### src/rtl/blur_job_scheduler.sv
// Round-robin job sequencer for a single image_blur engine: feeds one RGB frame
// from byte memory into the engine, waits for done, then drains the result back.
module blur_job_scheduler #(
    parameter int WIDTH   = 350,
    parameter int HEIGHT  = 350,
    parameter int ADDR_W  = 20,
    parameter int TIMEOUT = 1048575
) (
    input  logic                  clk,
    input  logic                  reset,
    input  logic [1:0]            req,
    input  logic [3:0]            req_kernel,
    input  logic [2*ADDR_W-1:0]   req_src,
    input  logic [2*ADDR_W-1:0]   req_dst,
    output logic [1:0]            ack,
    output logic                  job_err,
    output logic                  busy,
    output logic                  active_ch,
    output logic                  mem_rd_en,
    output logic [ADDR_W-1:0]     mem_rd_addr,
    input  logic [7:0]            mem_rd_data,
    output logic                  mem_wr_en,
    output logic [ADDR_W-1:0]     mem_wr_addr,
    output logic [7:0]            mem_wr_data,
    output logic                  blur_start,
    output logic [1:0]            blur_kernel_type,
    output logic [7:0]            blur_pixel_in,
    input  logic [7:0]            blur_pixel_out,
    input  logic                  blur_done
);
    localparam int NBYTES = WIDTH * HEIGHT * 3;
    localparam int CNT_W  = $clog2(NBYTES + 1);
    localparam int TO_W   = $clog2(TIMEOUT + 1);

    typedef enum logic [2:0] {IDLE, FEED, WAIT_DONE, SKIP, DRAIN, COMPLETE} state_t;
    state_t state, next_state;

    logic [CNT_W-1:0]  cnt;
    logic [TO_W-1:0]   to_cnt;
    logic [ADDR_W-1:0] src, dst;
    logic              last_grant, err, rd_pending;
    logic              grant_ch, cnt_last, timeout_hit;

    assign cnt_last    = (cnt == CNT_W'(NBYTES - 1));
    assign timeout_hit = (to_cnt == TO_W'(TIMEOUT - 1));
    // On a tie the channel that did not win last time gets the grant.
    assign grant_ch    = (req == 2'b11) ? ~last_grant : req[1];

    always_ff @(posedge clk) begin
        if (reset) state <= IDLE;
        else       state <= next_state;
    end

    always_comb begin
        next_state  = state;
        ack         = 2'b00;
        job_err     = 1'b0;
        busy        = (state != IDLE);
        mem_rd_en   = 1'b0;
        mem_rd_addr = '0;
        mem_wr_en   = 1'b0;
        mem_wr_addr = '0;
        mem_wr_data = '0;
        case (state)
            IDLE: begin
                if (|req) next_state = FEED;
            end
            FEED: begin
                mem_rd_en   = 1'b1;
                mem_rd_addr = src + ADDR_W'(cnt);
                if (cnt_last) next_state = WAIT_DONE;
            end
            WAIT_DONE: begin
                if (blur_done)        next_state = SKIP;
                else if (timeout_hit) next_state = COMPLETE;
            end
            SKIP: next_state = DRAIN;
            DRAIN: begin
                mem_wr_en   = 1'b1;
                mem_wr_addr = dst + ADDR_W'(cnt);
                mem_wr_data = blur_pixel_out;
                if (cnt_last) next_state = COMPLETE;
            end
            COMPLETE: begin
                ack        = active_ch ? 2'b10 : 2'b01;
                job_err    = err;
                next_state = IDLE;
            end
            default: next_state = IDLE;
        endcase
    end

    // Read data lands one cycle after the strobe and is registered once more,
    // so the engine sees byte k two cycles after its read.
    always_ff @(posedge clk) begin
        if (reset) begin
            cnt              <= '0;
            to_cnt           <= '0;
            src              <= '0;
            dst              <= '0;
            last_grant       <= 1'b1;
            err              <= 1'b0;
            rd_pending       <= 1'b0;
            active_ch        <= 1'b0;
            blur_start       <= 1'b0;
            blur_kernel_type <= 2'b00;
            blur_pixel_in    <= 8'h00;
        end else begin
            rd_pending <= (state == FEED);
            if (rd_pending) blur_pixel_in <= mem_rd_data;
            case (state)
                IDLE: begin
                    cnt    <= '0;
                    to_cnt <= '0;
                    err    <= 1'b0;
                    if (|req) begin
                        active_ch        <= grant_ch;
                        last_grant       <= grant_ch;
                        blur_kernel_type <= grant_ch ? req_kernel[3:2] : req_kernel[1:0];
                        src <= grant_ch ? req_src[2*ADDR_W-1:ADDR_W] : req_src[ADDR_W-1:0];
                        dst <= grant_ch ? req_dst[2*ADDR_W-1:ADDR_W] : req_dst[ADDR_W-1:0];
                    end
                end
                FEED: begin
                    if (cnt == '0) blur_start <= 1'b1;
                    cnt <= cnt_last ? '0 : cnt + CNT_W'(1);
                end
                WAIT_DONE: begin
                    if (blur_done) begin
                        blur_start <= 1'b0;
                    end else if (timeout_hit) begin
                        // Abandon the engine so it is not left started after an abort.
                        blur_start <= 1'b0;
                        err        <= 1'b1;
                    end else begin
                        to_cnt <= to_cnt + TO_W'(1);
                    end
                end
                DRAIN: cnt <= cnt + CNT_W'(1);
                default: ;
            endcase
        end
    end
endmodule

### config.mk
export PLATFORM = sky130hd
export DESIGN_NAME = blur_job_scheduler
export DESIGN_NICKNAME = d
export VERILOG_FILES = /design/src/rtl/blur_job_scheduler.sv
export SDC_FILE = /design/constraint.sdc
export NUM_CORES = 1
export LEC_CHECK = 0
export CAP_MARGIN = 40
export CORE_ASPECT_RATIO = 1.2
export CORE_MARGIN = 10
export CORE_UTILIZATION = 50
export CTS_BUF_LIST = sky130_fd_sc_hd__clkbuf_2
export DETAILED_ROUTE_END_ITERATION = 7
export GPL_ROUTABILITY_DRIVEN = 0
export HOLD_SLACK_MARGIN = 0.06
export PLACE_DENSITY = 0.94
export REMOVE_ABC_BUFFERS = 1
export SLEW_MARGIN = 25
export SYNTH_ARGS = -nofsm -noshare
export SYNTH_HDL_FRONTEND = slang
export SYNTH_SLANG_ARGS = --single-unit
### constraint.sdc
create_clock -name clk -period 4.2 [get_ports clk]
set_input_delay 0.63 -clock clk [delete_from_list [all_inputs] [get_ports clk]]
set_output_delay 0.63 -clock clk [all_outputs]
set_load 0.02 [all_outputs]
==> Word level (Yosys, flattened, before mapping) <==
Cells that the tools add are included.
{ "word_totals": {"in_bits": 105, "wordCells": 75, "regBits": 97} }
{ "op_classes": {"addsub": 4, "mux": 30, "bitwise_logic": 1, "eq_ne": 16, "reduce_logical": 12} }
{ "ops": {"columns": ["op", "n"], "rows": [
  ["2-to-1 mux 20 bit", 6],
  ["case mux 19 bit (3 select lines)", 1],
  ["adder 20 x 19 -> 20 bit", 2],
  ["case mux 20 bit (2 select lines)", 1],
  ["adder 20 x 1 -> 20 bit (second input constant)", 1],
  ["== test 20 bit (second input constant)", 1],
  ["adder 19 x 1 -> 19 bit (second input constant)", 1],
  ["== test 19 bit (second input constant)", 1],
  ["logical NOT 19 bit", 1],
  ["2-to-1 mux 19 bit", 1],
  ["2-to-1 mux 3 bit", 5],
  ["case mux 3 bit (5 select lines)", 1],
  ["inequality test 2 bit (second input constant)", 6],
  ["2-to-1 mux 1 bit", 9],
  ["AND reduction 3 bit", 3],
  ["2-to-1 mux 8 bit", 1],
  ["== test 3 x 2 -> 1 bit (second input constant)", 2],
  ["== test 3 bit (second input constant)", 2],
  ["2-to-1 mux 2 bit", 3],
  ["nonzero test 3 bit", 2],
  ["case mux 1 bit (2 select lines)", 2],
  ["AND reduction 4 bit", 1],
  ["nonzero test 2 bit", 2],
  ["== test 3 x 1 -> 1 bit (second input constant)", 1],
  ["7 further kinds", 7]
]} }

==> Logic depth before layout (Yosys ltp) <==
{ "depth": {"depth_word": 4, "depth_mapped": 9} }

==> Worst setup path before layout <==
No wires, ideal clock.
{ "synth_timing": {"path_kind": "register -> output", "from": "reg cnt[0]", "to": "out mem_rd_addr[18]", "n_path_buf": 0, "path_slack_ns": 0.861, "path_stages_with_launch": 9, "t_arrival_ns": 2.709, "path_cell_list": "dfxtp_1 ha_1 fa_1 a21o_1 a221o_1 or4_1 and3_1 o21a_1 nor3_1"} }
{ "synth_between": {"elab_chain_cells": 2} }
{ "synth_lines": {"columns": ["element", "line_no", "text"], "rows": [
  ["start, declared", "38", "logic [CNT_W-1:0] cnt;"],
  ["start signal, assigned", "126", "cnt <= cnt_last ? '0 : cnt + CNT_W'(1);"],
  ["start signal, assigned", "139", "DRAIN: cnt <= cnt + CNT_W'(1);"],
  ["adder 20 x 19 -> 20 bit", "70", "mem_rd_addr = src + ADDR_W'(cnt);"],
  ["2-to-1 mux 20 bit", "64", "case (state)"],
  ["end, declared", "20", "output logic [ADDR_W-1:0] mem_rd_addr,"]
]} }
Every way passes these cells.

==> Worst setup path in the final report <==
{ "layout_timing": {"from": "reg cnt[0]", "to": "out mem_rd_addr[10]"} }
Same word-level chain as after synthesis.

==> flow_summary.toml <==
[clock_tree]
clk_latency_ns = 0.62
cts_sinks = 97
postCtsSetupBuffers = 0
cts_tree = "yes"
holdBufCountCts = 0
ctsLongestPathBuffers = 2
cts_root_buffer = "clkbuf_2"
htreeDepth = 3
cts_buffers = 9
cts.clk_slew.worst_paths_ns = 0.26

[detailed_routing]
wl_met3_um = 1230
first_pass_iters = 5
vias = 6456
drcViolationCount = 0
wl_met1_um = 7420
wl_met2_um = 9620
antenna_left = 0
avgRoutedWirePerCell_um = 16.6
drt_iter0_drc = 490
viasPerCell = 5.73
maxUsedRoutingLayer = "met4"
wl_um = 18700

[worst_setup_path]
reg2regPathDepth = 6
cp-startpoint = "cnt[0]"
end_kind = "output port"
path_cells = "ha_1 -> fa_1 -> a21o_1 -> a221o_1 -> or4_1 -> and2_2 -> a211oi_1 -> dlygate4sd2_1"
required_ns = 3.57
cp-endpoint = "mem_rd_addr[10]"
regToRegEndpoint = "src[2]"
cp_max_fo = 6
path_buf_inv = 1
critPathMaxStageDelay_ns = 0.49
cp.depth = 8
path_delay_family = "simple AND/OR/NAND/NOR gates"
worst-setup-path-type = "register to output port"
cp_slowest_cell = "or4_1"
cp_data_arrival_time_ns = 3.44
r2r_start = "state[1]"
ff2ff_setup_slack_ns = 1.79
start_kind = "register"

[floorplan]
pin_count = 171
rows = 45
initial_core_util_pct = 51.1
die_area_mm2 = 0.0180
die_h_um = 145
coreArea_mm2 = 0.0127
die_w_um = 124

[flow_run]
maxCapViolCount = 0

[synthesis]
synth.avg_cell_area_um2 = 8.09
synth-seq-cells = 97
ys.flop_type = "dfxtp_1"
synthArstFlopShare_pct = 0
synth_warnings = 0
synth_top_area_share_pct = 29.8
synth_top_cell_by_area = "dfxtp_1"
syn_inst = 804
synth_area_mm2 = 0.00651
ys_types = 66
synthTopCellsByArea = "dfxtp_1 30%, mux2i_1 8.6%, nor2_1 8.3%"
synth-edff-count = 0
ys_seq_area_share_pct = 29.8

[power_and_ir_drop]
peakVddDrop_mv = 0.241
p_per_area_mw_per_mm2 = 427
p_leak_nw = 3.47

[sta]
layout_setup_ws_ns = 0.130
drv_slew = 0
timing_worst_slew_pin_value_ns = 0.748
fmax_mhz = 246
hold_violations = 0
setup_viol = 0
skew_ns = 0.0379
fin_crit_sh_pct = 96.9
slew_headroom_pct = 50.2
min_period_ns = 4.07
rsz0062_at_grt = "false"

[global_route]
antenna_found_initial = 0
grt_pass1_vias = 6397
grt_max_degree = 53
grt_pass1_wl_um = 30900
grt.overflow.total = 0
gr-usage-all-layers_pct = 20.6

[placed_design]
dpl.hpwl_um = 14600
pre_cts_ws_ns = 0.368
dp_cells = 1111
portBuffers = 170

[final_layout]
final_cell_mix = "158 x clkdlybuf4s50_1, 142 x nor2_1, 88 x dfxtp_1, 57 x nand2_1, 56 x mux2i_1"
syn2layout_area_growth_pct = 30.8
fin_nets = 1107
drive_above_1_share_pct = 5.92
antennaDiodeCount = 0
final_common_cell = "clkdlybuf4s50_1"
fillers = 1064
final_cells = 1127

[min_path]
whs_path_depth = 2
worstHoldPathType = "register to register"

[status]
outcome = "complete, no violations"
area by class of cell:
cell class                      instances  area (um2)  area share (%)
Timing Repair Buffer                  177        1760            20.7
Clock buffer                           10        50.0           0.588
Inverter                               16        60.1           0.706
Sequential cell                        97        1960            23.1
Multi-Input combinational cell        657        4400            51.7
Tap cell                              164         205            2.41
Clock inverter                          6        67.6           0.794
worst register-to-register path, cell delays in order, from the launching register on:
cell and delay (ns):
dfxtp_1 0.52, nor3_4 0.44, inv_2 0.12, nor2_4 0.61, buf_12 0.30, nor2_1 0.13
a211oi_1 0.22
state kept, by name, indices dropped and copies added (netlist names), 2 cells and up:
signal / count
blur_kernel_type: 2
blur_pixel_in: 8
cnt: 19
dst: 20
src: 20
state: 3
to_cnt: 20
synth_stat cells (all sizes together), types with 2 or more instances:
| cell type | number |
|---|---|
| a31oi | 3 |
| and2 | 20 |
| a21oi | 40 |
| nand4b | 2 |
| o31ai | 2 |
| nand3 | 15 |
| o2111ai | 2 |
| clkbuf | 23 |
| o21a | 12 |
| or4 | 3 |
| a21o | 17 |
| or2 | 2 |
| or3 | 5 |
| nor2 | 143 |
| xor2 | 26 |
| nand4 | 18 |
| nor4 | 6 |
| nand3b | 2 |
| a21boi | 3 |
| and4 | 2 |
| a211oi | 51 |
| nand2b | 8 |
| o311a | 2 |
| nor4b | 2 |
| a221o | 2 |
| nor3b | 3 |
| xnor2 | 23 |
| mux2i | 56 |
| and3 | 12 |
| o21bai | 6 |
| inv | 15 |
| dfxtp | 97 |
| o21ai | 26 |
| o211ai | 4 |
| ha | 42 |
| fa | 2 |
| nor2b | 3 |
| nand2 | 57 |
| nor3 | 24 |
| buf | 11 |
repair_timing:
action	4_1_cts	5_1_grt
gates resized for setup	15	30
endpoints found under the setup margin	10	18
gates cloned	0	0
how the worst min path moves through the flow:
| stage | end | slack [ns] | start |
|---|---|---|---|
| 2_1_floorplan | err | 0.43 | err |
| 3_3_place_gp | err | 0.45 | err |
| 3_5_place_dp | err | 0.46 | err |
| 4_1_cts | err | 0.52 | err |
| 5_1_grt | dst[19] | 0.55 | dst[19] |
| 6_report | err | 0.51 | err |
metrics by stage:
stage	hold slack, ns	utilization, %	instance area (um2)	total power [mW]	TNS, ns
after floorplan	0.429	-	6350	2.53	-72.56
after detailed placement	0.461	65.6	8350	3.17	0
after CTS	0.518	66.5	8470	3.64	0
final	0.510	66.9	8510	3.64	0
after global routing	0.547	66.9	8510	3.90	0
after global placement	0.453	65.6	8350	3.11	0
kinds of logic (layout without fill, tap and decap cells):
family          after synthesis  in the layout  share of synthesized area (%)
flops                        97             97                           29.8
compound gates              179            179                           18.6
simple gates                328            328                           24.2
fa+ha+maj                    44             44                           8.69
xor+xnor                     49             49                           6.60
mux                          57             57                           8.79
buf+inv                      50            209                           3.35
layer usage:
layer | vias up | GRT usage, %
met1 | 2996 | 23.1
li1 | 3223 | -
met4 | 0 | 6.92
met5 | - | 0
met3 | 39 | 5.35
met2 | 198 | 36.1
report_power, final:
part	leakage, nW	switching, mW	internal [mW]	total [mW]
clock network	0.0685	0.336	0.142	0.477
logic	2.60	1.07	0.778	1.84
registers	0.800	0.181	1.14	1.32
total	3.47	1.58	2.05	3.64
(Power assumes the default switching activity.)
